### src/rtl/freq_meter_7seg.sv
// Counts sig_i rising edges per GATE_CYCLES window; result appears 1 cycle after gate end.
// Latched count is shown as 4 hex digits on a scanned common-anode display; no backpressure.
module freq_meter_7seg #(
  parameter int GATE_CYCLES = 1000,
  parameter int COUNT_WIDTH = 16,
  parameter int SCAN_DIV    = 1024
) (
  input  logic                   clk_i,
  input  logic                   rst_i,
  input  logic                   sig_i,
  output logic [COUNT_WIDTH-1:0] count_o,
  output logic                   valid_o,
  output logic                   overflow_o,
  output logic [6:0]             seg_o,
  output logic [3:0]             an_o
);

  localparam int GW = $clog2(GATE_CYCLES);
  localparam int SW = (SCAN_DIV > 1) ? $clog2(SCAN_DIV) : 1;
  localparam logic [GW-1:0]          GATE_LAST = GW'(GATE_CYCLES - 1);
  localparam logic [SW-1:0]          SCAN_LAST = SW'(SCAN_DIV - 1);
  localparam logic [COUNT_WIDTH-1:0] CNT_MAX   = '1;

  logic                   sig_d_q;
  logic [GW-1:0]          gate_q, gate_d;
  logic [COUNT_WIDTH-1:0] edge_q, edge_d;
  logic                   sat_q, sat_d;
  logic [COUNT_WIDTH-1:0] count_q, count_d;
  logic                   valid_q, valid_d;
  logic                   ovf_q, ovf_d;
  logic [SW-1:0]          scan_q, scan_d;
  logic [1:0]             idx_q, idx_d;
  logic [6:0]             seg_q, seg_d;

  logic                   rise, gate_end, at_max, sat_now, scan_wrap;
  logic [COUNT_WIDTH-1:0] edge_final;
  logic [15:0]            disp;
  logic [3:0]             nib;

  function automatic logic [6:0] hex_glyph(input logic [3:0] n);
    logic [6:0] g;
    case (n)
      4'h0: g = 7'b1000000;
      4'h1: g = 7'b1111001;
      4'h2: g = 7'b0100100;
      4'h3: g = 7'b0110000;
      4'h4: g = 7'b0011001;
      4'h5: g = 7'b0010010;
      4'h6: g = 7'b0000010;
      4'h7: g = 7'b1111000;
      4'h8: g = 7'b0000000;
      4'h9: g = 7'b0010000;
      4'hA: g = 7'b0001000;
      4'hB: g = 7'b0000011;
      4'hC: g = 7'b1000110;
      4'hD: g = 7'b0100001;
      4'hE: g = 7'b0000110;
      default: g = 7'b0001110;
    endcase
    return g;
  endfunction

  assign rise     = sig_i & ~sig_d_q;
  assign gate_end = (gate_q == GATE_LAST);
  assign at_max   = (edge_q == CNT_MAX);
  assign sat_now  = rise & at_max;
  // A rise while already at full scale keeps the counter pinned and flags saturation.
  assign edge_final = (rise && !at_max) ? edge_q + 1'b1 : edge_q;

  assign scan_wrap = (scan_q == SCAN_LAST);
  assign disp      = 16'(count_q);

  always_comb begin
    gate_d  = gate_end ? '0 : gate_q + 1'b1;
    edge_d  = edge_final;
    sat_d   = sat_q | sat_now;
    count_d = count_q;
    ovf_d   = ovf_q;
    valid_d = 1'b0;
    if (gate_end) begin
      count_d = edge_final;
      ovf_d   = sat_q | sat_now;
      valid_d = 1'b1;
      edge_d  = '0;
      sat_d   = 1'b0;
    end

    scan_d = scan_wrap ? '0 : scan_q + 1'b1;
    idx_d  = scan_wrap ? idx_q + 2'd1 : idx_q;
    // Glyph is fetched for the digit that becomes active on this edge.
    nib    = disp[{idx_d, 2'b00} +: 4];
    seg_d  = hex_glyph(nib);
  end

  always_ff @(posedge clk_i or posedge rst_i) begin
    if (rst_i) begin
      sig_d_q <= 1'b1;
      gate_q  <= '0;
      edge_q  <= '0;
      sat_q   <= 1'b0;
      count_q <= '0;
      valid_q <= 1'b0;
      ovf_q   <= 1'b0;
      scan_q  <= '0;
      idx_q   <= 2'd0;
      seg_q   <= 7'b1000000;
    end else begin
      sig_d_q <= sig_i;
      gate_q  <= gate_d;
      edge_q  <= edge_d;
      sat_q   <= sat_d;
      count_q <= count_d;
      valid_q <= valid_d;
      ovf_q   <= ovf_d;
      scan_q  <= scan_d;
      idx_q   <= idx_d;
      seg_q   <= seg_d;
    end
  end

  assign count_o    = count_q;
  assign valid_o    = valid_q;
  assign overflow_o = ovf_q;
  assign seg_o      = seg_q;
  assign an_o       = ~(4'b0001 << idx_q);

endmodule
### config.mk
export PLATFORM = sky130hd
export DESIGN_NAME = freq_meter_7seg
export DESIGN_NICKNAME = d
export VERILOG_FILES = /design/src/rtl/freq_meter_7seg.sv
export SDC_FILE = /design/constraint.sdc
export NUM_CORES = 1
export LEC_CHECK = 0
export CAP_MARGIN = 10
export CORE_UTILIZATION = 35
export DETAILED_ROUTE_END_ITERATION = 10
export GPL_TIMING_DRIVEN = 0
export PLACE_DENSITY = 0.66
export SLEW_MARGIN = 5
export SYNTH_ARGS = -nofsm -noshare
export SYNTH_HDL_FRONTEND = slang
export SYNTH_SLANG_ARGS = --single-unit
### constraint.sdc
create_clock -name clk_i -period 2.7 [get_ports clk_i]
set_input_delay 0.405 -clock clk_i [delete_from_list [all_inputs] [get_ports clk_i]]
set_output_delay 0.405 -clock clk_i [all_outputs]
set_load 0.05 [all_outputs]
### Word level (Yosys, flattened, before mapping)

Memories as Yosys holds them, arrays and structs flattened. A register that Yosys moved wholly into a read port is not among the register bits.
Index checks and enable logic that the tools add are counted.

| cells by class | value |
|---|---|
| add/subtract/negate cells | 4 |
| mux-type cells | 7 |
| bitwise logic cells | 5 |
| reduce and logical (&&, ||, !) cells | 2 |
| shifts and indexed selects | 2 |
| equality and inequality tests | 3 |

Operator list:

| operator | number |
|---|---|
| two-way mux 16 bit | 2 |
| adder 10 x 1 -> 10 bit, second input constant | 2 |
| equality test 10 bit, second input constant | 2 |
| two-way mux 10 bit | 2 |
| adder 16 x 1 -> 16 bit, second input constant | 1 |
| equality test 16 bit, second input constant | 1 |
| variable part select 16 x 5 -> 4 bit | 1 |
| NOT 4 bit | 1 |
| left shift 1 x 2 -> 4 bit, first input constant | 1 |
| adder 2 x 1 -> 2 bit, second input constant | 1 |
| AND 1 bit | 2 |
| two-way mux 1 bit | 2 |
| two-way mux 2 bit | 1 |
| logical AND 1 bit | 1 |
| logical NOT 1 bit | 1 |
| NOT 1 bit | 1 |
| OR 1 bit | 1 |

| word-level totals | value |
|---|---|
| ROM bits | 112 |
| output and inout port bits | 29 |
| register bits | 58 |
| word-level logic and storage cells | 33 |
| input bits | 3 |
| memories | 1 |

Memory list:

| name | words | bits a word | read ports | clocked after Yosys merged registers in | wr ports | RTL line | text |
|---|---|---|---|---|---|---|---|
| (no name shown) | 16 | 7 | 1 | 1 | 0 | 42 | `case (n)` |

### Longest topological paths before layout

| logic depth | value |
|---|---|
| depth after elaboration | 5 |
| gate-level depth with buffers | 11 |
| gate-level depth less buffers | 10 |

### Worst setup path after synthesis

OpenSTA, ideal clock, no wires.

| timing | value |
|---|---|
| kind | register to register |
| start | reg idx_q[1] |
| end | reg seg_q[3], in the netlist seg_o[3] |
| required time | 2.562 ns |
| period minus slack after synthesis | 2.550 ns |
| path buffers | 0 |
| setup time | 0.138 ns |
| cell stages (with the launch flop) | 8 |
| slack | 0.150 ns |
| data arrival time | 2.412 ns |
| cell sequence | dfrtp_1 -> inv_1 -> ha_1 -> mux4_2 -> mux2i_1 -> inv_1 -> ha_1 -> mux4_2 |

| between the ends | value |
|---|---|
| longest elaborated chain between the ends | 3 |

Ends and longest elaborated chain:

| element | RTL line | text |
|---|---|---|
| start, declared | 32 | `logic [1:0] idx_q, idx_d;` |
| start signal, assigned | 116 | `idx_q <= idx_d;` |
| adder 2 x 1 -> 2 bit | 89 | `idx_d = scan_wrap ? idx_q + 2'd1 : idx_q;` |
| two-way mux 2 bit (*) | 89 |  |
| variable part select 16 x 5 -> 4 bit (*) | 91 | `nib = disp[{idx_d, 2'b00} +: 4];` |
| end, declared | 33 | `logic [6:0] seg_q, seg_d;` |

Mark *: on every way between the ends. The rest lies on a longest branch, timed or not.
A chain may end at the register's enable or synchronous reset.

### Worst setup path in the final report

| timing | value |
|---|---|
| start | reg idx_q[0] |
| end | reg seg_q[3], in the netlist seg_o[3] |

The elaborated chain is that of the path after synthesis.

==> flow_metrics.env <==
export IMPL_power_internal_uw=1680
export IMPL_top_library_cells_by_usage_in_the_layout_fill_and_taps_aside="sky130_fd_sc_hd__dfrtp_1 (62), sky130_fd_sc_hd__nor2_1 (35), sky130_fd_sc_hd__nand2_1 (32), sky130_fd_sc_hd__clkdlybuf4s50_1 (31), sky130_fd_sc_hd__xor2_1 (17)"
export IMPL_most_congested_layer_reported_by_global_routing="met2"
export IMPL_finalWeightedCongestion=0.845
export IMPL_vdd_drop_max_mv=0.252
export IMPL_clock_sink_count=65
export IMPL_synth_area_top_cells="sky130_fd_sc_hd__dfrtp_1 (49%), sky130_fd_sc_hd__mux4_2 (5.6%), sky130_fd_sc_hd__ha_1 (5.0%)"
export IMPL_switching_share_pct=23.9
export IMPL_fp_coreArea_sq_mm=0.00885
export IMPL_timing_final_max_slew_violations=0
export IMPL_rsz_0062_raised_after_global_routing="false"
export IMPL_design_power_total_uw=2210
export IMPL_grt_met1_usage_pct=18.1
export IMPL_floorplan_initialDensity_pct=36.6
export IMPL_track_usage_pct=14.6
export IMPL_vias_per_cell=5.17
export IMPL_ant_nets=0
export IMPL_clock_power_share_pct=45.4
export IMPL_failed_checks="DRC"
export IMPL_critical_path_most_common_cell="sky130_fd_sc_hd__inv_1"
export IMPL_num_antenna_cells=0
export IMPL_cell_count_post_placement=440
export IMPL_synth_fp_nets=316
export IMPL_crit_path_top_delay_cell="sky130_fd_sc_hd__mux4_2"
export IMPL_grt_pass1_wl_microns=11100
export IMPL_crit_path_end_kind="flop"
export IMPL_drv_cap=0
export IMPL_numPortBuffers=31
export IMPL_worst_setup_path_start_kind="flop"
export IMPL_static_leakage_power_uw=0.00171
export IMPL_netlist_instances=300
export IMPL_synth_distinct_cells=49
export IMPL_post_synth_mux_area_share_pct=8.82
export IMPL_clock_path_buffers=2
export IMPL_cp_data_arrival_time_ns=2.71
export IMPL_yosys_area_share_xor_xnor_pct=7.31
export IMPL_final_area_sq_mm=0.00398
export IMPL_finalCriticalPeriod_ns=2.49
export IMPL_worst_r2r_path_depth=9
export IMPL_synth_ff_latch_count=65
export IMPL_clockRootBuffer="sky130_fd_sc_hd__clkbuf_8"
export IMPL_synth_edf_count=0
export IMPL_power_density_cell_area_mw_per_mm2=554
export IMPL_setup_violations=0
export IMPL_hpwl_microns=4860
export IMPL_syn_avg_cell_area_sq_um=10.8
export IMPL_design_die_area_sq_mm=0.00963
export IMPL_grt_util_met2_pct=24.3
export IMPL_fp_dieW_microns=98.1
export IMPL_max_clock_freq_mhz=402
export IMPL_core_rowCount=34
export IMPL_switchingPower_uw=528
export IMPL_slew_limit_headroom_pct=60.4
export IMPL_async_reset_ff_share_pct=100
export IMPL_finalHoldViolations=0
export IMPL_type_of_the_worst_setup_path="flop to flop"
export IMPL_ys_dominant_reg_cell="sky130_fd_sc_hd__dfrtp_1"
export IMPL_multi_input_comb_area_sq_mm=0.00152
export IMPL_critical_path_required_ns=2.92
export IMPL_layout_drive_gt1_share_pct=13.1
export IMPL_wl_microns=6570
export IMPL_yosys_area_share_adder_pct=5.03
export IMPL_combPwrFrac_pct=6.4
export IMPL_synth_sequential_area_ratio_pct=50.4
export IMPL_post_synth_and_or_nand_nor_area_fraction_pct=17.4
export IMPL_max_stage_delay_ns=0.44
export IMPL_mappedNetlistArea_sq_mm=0.00323
export IMPL_cts_tree="yes"
export IMPL_crit_chain="buf_6 > inv_1 > ha_4 > mux4_2 > mux2_2 > inv_1 > ha_1 > inv_1 > mux4_2"
export IMPL_synthesis_yosys_warnings=0
export IMPL_grt_remaining_overflow=0
export IMPL_drt_pre_antenna_iters=9
export IMPL_grt_start_max_net_pins=40
export IMPL_gr_usage_met3_pct=4.01
export IMPL_fin_nets=361
export IMPL_crit_fanout=10
export IMPL_share_seq_of_total_power_pct=48.2
export IMPL_floorplan_io_pins=32
export IMPL_drt_initial_drc_count=115
export IMPL_cts_made_buffers=9
export IMPL_cts_htree_levels=3
export IMPL_layout_cells_non_filler=458
export IMPL_synth_compound_area_share_pct=7.81
export IMPL_outcome="finished, violations left"
export IMPL_synth_top_cell_by_area="sky130_fd_sc_hd__dfrtp_1"
export IMPL_drt_drc_violations_left=1
export IMPL_grt_pass1_vias=2322
export IMPL_routed_wire_length_per_instance_microns=14.3
export IMPL_cts_hold_buf=0
export IMPL_setup_reg_to_reg_worst_slack_ns=0.21
export IMPL_area_sequential_sq_mm=0.00163
export IMPL_fp_dieH_microns=98.1
export IMPL_mostFrequentLayoutCell="sky130_fd_sc_hd__dfrtp_1"
export IMPL_worstSkewPairLatency_ns=0.34
export IMPL_postPlaceCellArea_sq_mm=0.00370
export IMPL_synthToLayoutAreaGrowth_pct=23.2
export IMPL_synth_top_family_by_area="simple AND/OR/NAND/NOR gates"
export IMPL_worst_hold_path_type="input port to async pin"
export IMPL_filler_cell_count=834
export IMPL_worst_slew_pin_transition_ns=0.592
export IMPL_cts_reportedPaths_clkPinSlew_ns=0.07
export IMPL_synth_top_cell_area_share_pct=48.7
export IMPL_via_count=2369
export IMPL_tcrit_tclk_final_pct=92.2
export IMPL_grt_antenna_before_repair=0
export IMPL_clock_skew_after_layout_ns=0.00674
## cell families (layout without fill, tap and decap cells)
logic type / count (synthesis) / count (layout)
AO/OA/AOI/OAI: 42 / 42
XOR/XNOR: 27 / 27
adder cells (fa/ha/maj): 13 / 13
buffers and inverters: 25 / 75
flip-flops: 65 / 65
multiplexers: 15 / 15
AND/OR/NAND/NOR: 113 / 113
## per-stage QoR
step | setup TNS, ns | util, % | hold slack [ns] | setup slack, ns
floorplan | 0 | - | 0.409 | 0.150
global route | 0 | 45.0 | 0.478 | 0.0597
CTS | 0 | 44.7 | 0.453 | 0.0373
detailed placement | -0.709 | 41.8 | 0.452 | -0.259
global placement | -24.69 | 41.6 | 0.447 | -0.392
finish | 0 | 45.0 | 0.441 | 0.211
## cells in the mapped netlist (2+ instances only)
cell type	instances
sky130_fd_sc_hd__a21oi_1	4
sky130_fd_sc_hd__nand2_1	32
sky130_fd_sc_hd__o211ai_1	2
sky130_fd_sc_hd__o21ai_0	15
sky130_fd_sc_hd__nor2_1	35
sky130_fd_sc_hd__nand4_1	9
sky130_fd_sc_hd__o21ai_1	9
sky130_fd_sc_hd__and2_1	3
sky130_fd_sc_hd__clkbuf_1	7
sky130_fd_sc_hd__nor3_1	2
sky130_fd_sc_hd__dfrtp_1	63
sky130_fd_sc_hd__xnor2_1	10
sky130_fd_sc_hd__and3_1	6
sky130_fd_sc_hd__nand4b_1	2
sky130_fd_sc_hd__mux2i_1	3
sky130_fd_sc_hd__dfstp_2	2
sky130_fd_sc_hd__xor2_1	17
sky130_fd_sc_hd__nand3_1	14
sky130_fd_sc_hd__mux4_2	8
sky130_fd_sc_hd__ha_1	13
sky130_fd_sc_hd__nor2b_1	2
sky130_fd_sc_hd__o22ai_1	2
sky130_fd_sc_hd__inv_1	14
## path summary, 6_finish.rpt
path / from / endpoint
hold / removal: rst_i / scan_q[4]
min in group clk_i: scan_q[0] / scan_q[0]
setup / recovery: idx_q[0] / seg_o[3]
hold reg to reg: scan_q[0] / scan_q[0]
setup reg to reg: idx_q[0] / seg_o[3]
max in group asynchronous: rst_i / seg_o[6]
## critical path: cells and delay by family (launching register included)
kind | cells | cell delay (ns)
flops | 1 | 0.40
buf+inv | 4 | 0.47
fa+ha+maj | 2 | 0.46
mux | 3 | 1.05
## power groups by stage
stage               Combinational (uW)  Clock [uW]  Sequential (uW)
floorplan                         98.1           0             1070
global placement                   134           0             1080
detailed placement                 142           0             1080
CTS                                143        1020             1060
global route                       161        1060             1070
finish                             141        1000             1060
## flip-flops by register name, summed over array words and instances, names as in the netlist
signal      flops
count_o        16
edge_q         16
gate_q         10
idx_q           2
overflow_o      1
sat_q           1
scan_q         10
seg_o           7
sig_d_q         1
valid_o         1
## final cells by class
class | instances | share of cell area, %
Clock inverter | 7 | 2.98
Buffer | 10 | 1.26
Multi-Input combinational cell | 210 | 38.3
Timing Repair Buffer | 34 | 8.67
Tap cell | 108 | 3.39
Inverter | 15 | 1.41
Sequential cell | 65 | 40.9
Clock buffer | 9 | 3.11
## metal layers
layer / vias to the layer above / part of all wire [%]
li1: 1133 / -
met1: 1169 / 46
met2: 58 / 49
met3: 9 / 3.8
met4: 0 / 1.4
met5: - / 0
## repair_timing
item	in CTS	in global routing
buffers inserted	0	2
gates resized for setup	3	2
endpoints found under the setup margin	6	3
No activity file was read; power rests on OpenSTA's default activity.
